===== src/rtl/axi_read_port_scheduler_pkg.sv =====
// Shared types for the two-master AXI read port scheduler.
package axi_read_port_scheduler_pkg;

    typedef enum logic [1:0] {
        IDLE = 2'd0,
        ADDR = 2'd1,
        DATA = 2'd2
    } state_t;

    // Master index; also used for the round-robin priority pointer.
    typedef logic pointer_t;

    localparam pointer_t M0 = 1'b0;
    localparam pointer_t M1 = 1'b1;

endpackage


===== src/rtl/axi_read_port_scheduler_rr_pick2.sv =====
// rr_pick2: two-request round-robin picker; the priority master wins only on a tie.
module axi_read_port_scheduler_rr_pick2
    import axi_read_port_scheduler_pkg::*;
(
    input  logic [1:0] req,
    input  pointer_t   prio,
    output pointer_t   gnt
);

    always_comb begin
        gnt = M0;
        if (req == 2'b11)
            gnt = prio;
        else if (req[1])
            gnt = M1;
    end

endmodule


===== src/rtl/axi_read_port_scheduler.sv =====
// Shares one slave AXI read channel between two masters: round-robin AR grant,
// grant held until RLAST, R routed back by grant, sticky length/ID error flags.
module axi_read_port_scheduler
    import axi_read_port_scheduler_pkg::*;
#(
    parameter int IDM_BITS  = 4,
    parameter int IDS_BITS  = 8,
    parameter int ADDR_BITS = 32,
    parameter int LEN_BITS  = 4,
    parameter int SIZE_BITS = 3,
    parameter int DATA_BITS = 32
) (
    input  logic                 ACLK,
    input  logic                 ARESETn,

    input  logic [IDM_BITS-1:0]  ARID_M0,
    input  logic [ADDR_BITS-1:0] ARADDR_M0,
    input  logic [LEN_BITS-1:0]  ARLEN_M0,
    input  logic [SIZE_BITS-1:0] ARSIZE_M0,
    input  logic [1:0]           ARBURST_M0,
    input  logic                 ARVALID_M0,
    output logic                 ARREADY_M0,
    output logic [IDM_BITS-1:0]  RID_M0,
    output logic [DATA_BITS-1:0] RDATA_M0,
    output logic [1:0]           RRESP_M0,
    output logic                 RLAST_M0,
    output logic                 RVALID_M0,
    input  logic                 RREADY_M0,

    input  logic [IDM_BITS-1:0]  ARID_M1,
    input  logic [ADDR_BITS-1:0] ARADDR_M1,
    input  logic [LEN_BITS-1:0]  ARLEN_M1,
    input  logic [SIZE_BITS-1:0] ARSIZE_M1,
    input  logic [1:0]           ARBURST_M1,
    input  logic                 ARVALID_M1,
    output logic                 ARREADY_M1,
    output logic [IDM_BITS-1:0]  RID_M1,
    output logic [DATA_BITS-1:0] RDATA_M1,
    output logic [1:0]           RRESP_M1,
    output logic                 RLAST_M1,
    output logic                 RVALID_M1,
    input  logic                 RREADY_M1,

    output logic [IDS_BITS-1:0]  ARID_S,
    output logic [ADDR_BITS-1:0] ARADDR_S,
    output logic [LEN_BITS-1:0]  ARLEN_S,
    output logic [SIZE_BITS-1:0] ARSIZE_S,
    output logic [1:0]           ARBURST_S,
    output logic                 ARVALID_S,
    input  logic                 ARREADY_S,
    input  logic [IDS_BITS-1:0]  RID_S,
    input  logic [DATA_BITS-1:0] RDATA_S,
    input  logic [1:0]           RRESP_S,
    input  logic                 RLAST_S,
    input  logic                 RVALID_S,
    output logic                 RREADY_S,

    output logic                 ERR_LEN,
    output logic                 ERR_ID
);

    localparam logic [LEN_BITS:0] CNT_MAX = {1'b1, {LEN_BITS{1'b0}}};

    state_t                state;
    pointer_t              grant;
    pointer_t              prio;
    pointer_t              pick;
    logic [LEN_BITS-1:0]   exp_len;
    logic [IDS_BITS-1:0]   exp_id;
    logic [LEN_BITS:0]     beat_cnt;
    logic                  err_len;
    logic                  err_id;

    logic                  in_addr;
    logic                  sel0;
    logic                  sel1;
    logic                  beat;
    logic [IDM_BITS-1:0]   arid_g;
    logic [IDS_BITS-1:0]   arid_ext;
    logic [LEN_BITS-1:0]   arlen_g;

    axi_read_port_scheduler_rr_pick2 u_pick (
        .req  ({ARVALID_M1, ARVALID_M0}),
        .prio (prio),
        .gnt  (pick)
    );

    assign in_addr  = (state == ADDR);
    assign sel0     = (state == DATA) && (grant == M0);
    assign sel1     = (state == DATA) && (grant == M1);

    assign arid_g   = (grant == M1) ? ARID_M1 : ARID_M0;
    assign arlen_g  = (grant == M1) ? ARLEN_M1 : ARLEN_M0;
    // Master index lands just above the master ID; upper bits stay zero.
    assign arid_ext = IDS_BITS'({grant, arid_g});

    // Payloads are gated to zero outside their phase so idle outputs are quiet.
    assign ARVALID_S  = in_addr;
    assign ARID_S     = in_addr ? arid_ext : '0;
    assign ARLEN_S    = in_addr ? arlen_g : '0;
    assign ARADDR_S   = in_addr ? ((grant == M1) ? ARADDR_M1 : ARADDR_M0) : '0;
    assign ARSIZE_S   = in_addr ? ((grant == M1) ? ARSIZE_M1 : ARSIZE_M0) : '0;
    assign ARBURST_S  = in_addr ? ((grant == M1) ? ARBURST_M1 : ARBURST_M0) : '0;
    assign ARREADY_M0 = in_addr && (grant == M0) && ARREADY_S;
    assign ARREADY_M1 = in_addr && (grant == M1) && ARREADY_S;

    assign RVALID_M0  = sel0 & RVALID_S;
    assign RLAST_M0   = sel0 & RLAST_S;
    assign RID_M0     = sel0 ? RID_S[IDM_BITS-1:0] : '0;
    assign RDATA_M0   = sel0 ? RDATA_S : '0;
    assign RRESP_M0   = sel0 ? RRESP_S : '0;
    assign RVALID_M1  = sel1 & RVALID_S;
    assign RLAST_M1   = sel1 & RLAST_S;
    assign RID_M1     = sel1 ? RID_S[IDM_BITS-1:0] : '0;
    assign RDATA_M1   = sel1 ? RDATA_S : '0;
    assign RRESP_M1   = sel1 ? RRESP_S : '0;

    // Slave R stalls outside DATA so stray beats are held, not dropped.
    assign RREADY_S   = (sel0 & RREADY_M0) | (sel1 & RREADY_M1);
    assign beat       = RVALID_S & RREADY_S;

    assign ERR_LEN    = err_len;
    assign ERR_ID     = err_id;

    always_ff @(posedge ACLK or negedge ARESETn) begin
        if (!ARESETn) begin
            state    <= IDLE;
            grant    <= M0;
            prio     <= M0;
            exp_len  <= '0;
            exp_id   <= '0;
            beat_cnt <= '0;
            err_len  <= 1'b0;
            err_id   <= 1'b0;
        end else begin
            case (state)
                IDLE: begin
                    if (ARVALID_M0 || ARVALID_M1) begin
                        grant <= pick;
                        state <= ADDR;
                    end
                end
                ADDR: begin
                    if (ARREADY_S) begin
                        exp_len  <= arlen_g;
                        exp_id   <= arid_ext;
                        beat_cnt <= '0;
                        state    <= DATA;
                    end
                end
                DATA: begin
                    if (beat) begin
                        if (beat_cnt != CNT_MAX)
                            beat_cnt <= beat_cnt + 1'b1;
                        if (RID_S != exp_id)
                            err_id <= 1'b1;
                        // RLAST must coincide exactly with beat index LEN.
                        if (RLAST_S != (beat_cnt == {1'b0, exp_len}))
                            err_len <= 1'b1;
                        if (RLAST_S) begin
                            prio  <= ~grant;
                            state <= IDLE;
                        end
                    end
                end
                default: state <= IDLE;
            endcase
        end
    end

endmodule


===== config.mk =====
export PLATFORM = sky130hd
export DESIGN_NAME = axi_read_port_scheduler
export DESIGN_NICKNAME = d
export VERILOG_FILES = /design/src/rtl/axi_read_port_scheduler_pkg.sv /design/src/rtl/axi_read_port_scheduler_rr_pick2.sv /design/src/rtl/axi_read_port_scheduler.sv
export SDC_FILE = /design/constraint.sdc
export NUM_CORES = 1
export LEC_CHECK = 0
export CAP_MARGIN = 5
export CORE_AREA = 2 2 106 108
export CTS_BUF_LIST = sky130_fd_sc_hd__clkbuf_16
export DETAILED_ROUTE_END_ITERATION = 10
export DIE_AREA = 0 0 108 110
export DONT_BUFFER_PORTS = 1
export SYNTH_ARGS = -nofsm -noshare
export SYNTH_HDL_FRONTEND = slang
export SYNTH_HIERARCHICAL = 1
export SYNTH_SLANG_ARGS = --single-unit

===== constraint.sdc =====
create_clock -name ACLK -period 3 [get_ports ACLK]
set_clock_uncertainty 0.15 [all_clocks]
set_input_delay 0.3 -clock ACLK [delete_from_list [all_inputs] [get_ports ACLK]]
set_output_delay 0.3 -clock ACLK [all_outputs]
set_load 0.005 [all_outputs]

==> impl_metrics.sql <==
INSERT INTO impl_metrics (metric_group, metric, value, unit) VALUES
('finish', 'n_fill_cell', '1179', ''),
('clock_tree', 'clock_latency', '0.25', 'ns'),
('clock_tree', 'cts_root_cell', 'clkbuf_16', ''),
('worst_hold_path', 'hold_path.class', 'in -> reg', ''),
('clock_tree', 'total_number_of_clock_tree_sinks', '20', ''),
('die', 'die_area', '11900', 'sq um'),
('worst_hold_path', 'hold_path_depth', '2', ''),
('job', 'timing.max_cap.violations', '0', ''),
('critical_path', 'critical-path-top-delay-family', 'flip-flops', ''),
('die', 'core_area', '10700', 'sq um'),
('finish', 'instances_no_fill', '433', ''),
('timing', 'setup_tns', '0', 'ns'),
('timing', 'period_needed', '2.49', 'ns'),
('finish', 'fin_area', '2510', 'sq um'),
('drt', 'drc_errors', '0', ''),
('global_routing', 'grt_use_total', '0.121', ''),
('clock_tree', 'ctsResizeCount', '0', ''),
('critical_path', 'max_incr_delay_on_cp', '0.70', 'ns'),
('drt', 'post_drt_via_cell_ratio', '5.36', ''),
('pwr', 'worst_ir_drop_vdd', '0.281', 'mV'),
('global_routing', 'grt_remaining_overflow', '0', ''),
('clock_tree', 'max-clock-path-buffers', '2', ''),
('clock_tree', 'clk_pin_slew', '0.05', 'ns'),
('place', 'placed_area', '2410', 'sq um'),
('synth', 'top_cells_by_instance_count_after_synthesis', 'and3_1, nor2_1, mux2i_1, dfrtp_1, clkbuf_1', ''),
('synth', 'netlist-cell-type-count', '40', ''),
('timing', 'period_share', '0.829', ''),
('synth', 'synth.top_cells.by_area', 'dfrtp_1, and3_1, mux2i_1', ''),
('drt', 'dr_total_vias', '2322', ''),
('timing', 'grt_setup_unrepaired', 'no', ''),
('finish', 'layout-drive-gt1-share', '0.0648', ''),
('timing', 'fin_worst_hold_slack', '0.0844', 'ns'),
('synth', 'post_synth.cell_area_avg', '7.46', 'sq um'),
('global_routing', 'first_global_vias', '1975', ''),
('timing', 'finalMaxSlewViolations', '0', ''),
('timing', 'worst-slew-pin-transition', '0.925', 'ns'),
('critical_path', 'critical_path.endpoint_type', 'output pin', ''),
('critical_path', 'crit_path_cell_trace', 'inv_1 > nor2_1', ''),
('critical_path', 'path_max_fanout', '42', ''),
('place', 'dp_hpwl', '6860', 'um'),
('global_routing', 'grt_max_degree', '79', ''),
('place', 'place_congestion', '0.847', ''),
('critical_path', 'reg2reg_depth', '3', ''),
('die', 'die_height', '110', 'um'),
('critical_path', 'critPathBufInv', '1', ''),
('pwr', 'total_leakage_power', '1.27', 'nW'),
('drt', 'average_wire_per_standard_cell', '19.0', 'um'),
('finish', 'nets', '437', ''),
('synth', 'ys.warnings.count', '6', ''),
('synth', 'synth_seq_area_share', '0.214', ''),
('global_routing', 'number_of_antenna_violations_at_the_first_check_in_global_routing', '0', ''),
('synth', 'post-synth-top-area-cell', 'dfrtp_1', ''),
('synth', 'ys_ff_latch', '20', ''),
('synth', 'synth_edf_count', '0', ''),
('critical_path', 'critical_path_depth', '2', ''),
('finish', 'number_of_inserted_diodes', '0', ''),
('worst_hold_path', 'hp-start', 'RVALID_S', ''),
('pwr', 'fin_total_pwr', '2.14', 'mW'),
('synth', 'synth.cell_area', '2340', 'sq um'),
('place', 'dpl.cell_count', '427', ''),
('critical_path', 'worst_setup_path_startpoint', 'grant', ''),
('critical_path', 'worst_r2r_startpoint', 'grant', ''),
('clock_tree', 'tritoncts', 'done', ''),
('drt', 'drtPass1Iterations', '5', ''),
('die', 'ioPinCount', '276', ''),
('timing', 'achievable-frequency', '402', 'MHz'),
('critical_path', 'worst-setup-path-type', 'reg -> out', ''),
('outcome', 'outcome', 'finished clean', ''),
('synth', 'synth-async-reset-ratio', '1.00', ''),
('critical_path', 'critical_path_arrival', '2.04', 'ns'),
('die', 'floorplan.initialDensity', '0.219', '');
[routing by layer]
metal,global-route usage,vias up,wire length (um)
li1,-,1040,-
met1,0.141,1064,3090
met2,0.235,206,4270
met3,0.0112,12,704
met4,0.0375,0,180
met5,0,-,0
[state kept, by name (all words and copies together), names as in the netlist]
register,count
ERR_ID,1
exp_len,4
exp_id,5
prio,1
ERR_LEN,1
grant,1
state,2
beat_cnt,5
[stage by stage]
| stage | util | worst slack [ns] |
|---|---|---|
| after detailed placement | 0.225 | 0.759 |
| after floorplan | - | 1.46 |
| after CTS | 0.235 | 0.486 |
| after global routing | 0.235 | 0.350 |
| after global placement | 0.225 | 0.850 |
| final | 0.235 | 0.513 |
[report_power, final]
group	leakage (nW)	internal (mW)	switching (mW)	total, mW
clock	0.0385	0.177	0.0921	0.269
combinational	1.00	0.499	0.810	1.31
sequential	0.232	0.381	0.182	0.564
[cells by family (layout without fill, tap and decap cells)]
group / Yosys count / count (layout) / synth area share
AND/OR/NAND/NOR: 170 / 170 / 0.381
multiplexers: 49 / 49 / 0.215
buffers and inverters: 40 / 17 / 0.0780
AO/OA/AOI/OAI: 23 / 23 / 0.0657
flip-flops: 20 / 20 / 0.214
XOR/XNOR: 9 / 9 / 0.0337
adder cells (fa/ha/maj): 2 / 2 / 0.0107
other: 1 / 3 / 0.00160
[layout by cell type, fill, tap and decap left out, types with 3 or more instances in the layout]
master / instances
dfrtp_1: 19
nor2_1: 60
a21oi_1: 8
nand3_1: 5
mux2i_1: 47
conb_1: 3
nand2_1: 7
clkbuf_16: 3
and3_1: 78
xnor2_1: 5
buf_4: 4
inv_1: 6
nor3_1: 6
xor2_1: 4
o21ai_1: 4
[final cells by class]
type / instances / area, sq um / share of cell area
Inverter: 7 / 26.3 / 0.0105
Timing Repair Buffer: 6 / 50.0 / 0.0199
Tap cell: 140 / 175 / 0.0698
Clock buffer: 3 / 75.1 / 0.0299
Multi-Input combinational cell: 256 / 1680 / 0.667
Clock inverter: 1 / 3.75 / 0.00150
Sequential cell: 20 / 504 / 0.201
[worst register-to-register path: stages, from the launching register on]
cell     delay, ns
dfrtp_4       0.65
inv_1         0.76
nor2_1        0.32
a21o_1        0.23
[path summary, 6_finish.rpt]
| kind | slack, ns | to |
|---|---|---|
| setup / recovery | 0.51 | ARREADY_M1 |
| hold / removal | 0.08 | beat_cnt[2] |
| setup reg to reg | 0.79 | exp_id[4] |
| hold reg to reg | 0.35 | ERR_ID |
| max in group asynchronous | 1.54 | grant |
| min in group asynchronous | 0.49 | state[0] |
[repair_timing]
action / CTS / global route
endpoints found under the hold margin: 21 / 0
buffers inserted: 0 / 0
hold buffers: 2 / 0
No activity file was read; power rests on OpenSTA's default activity.
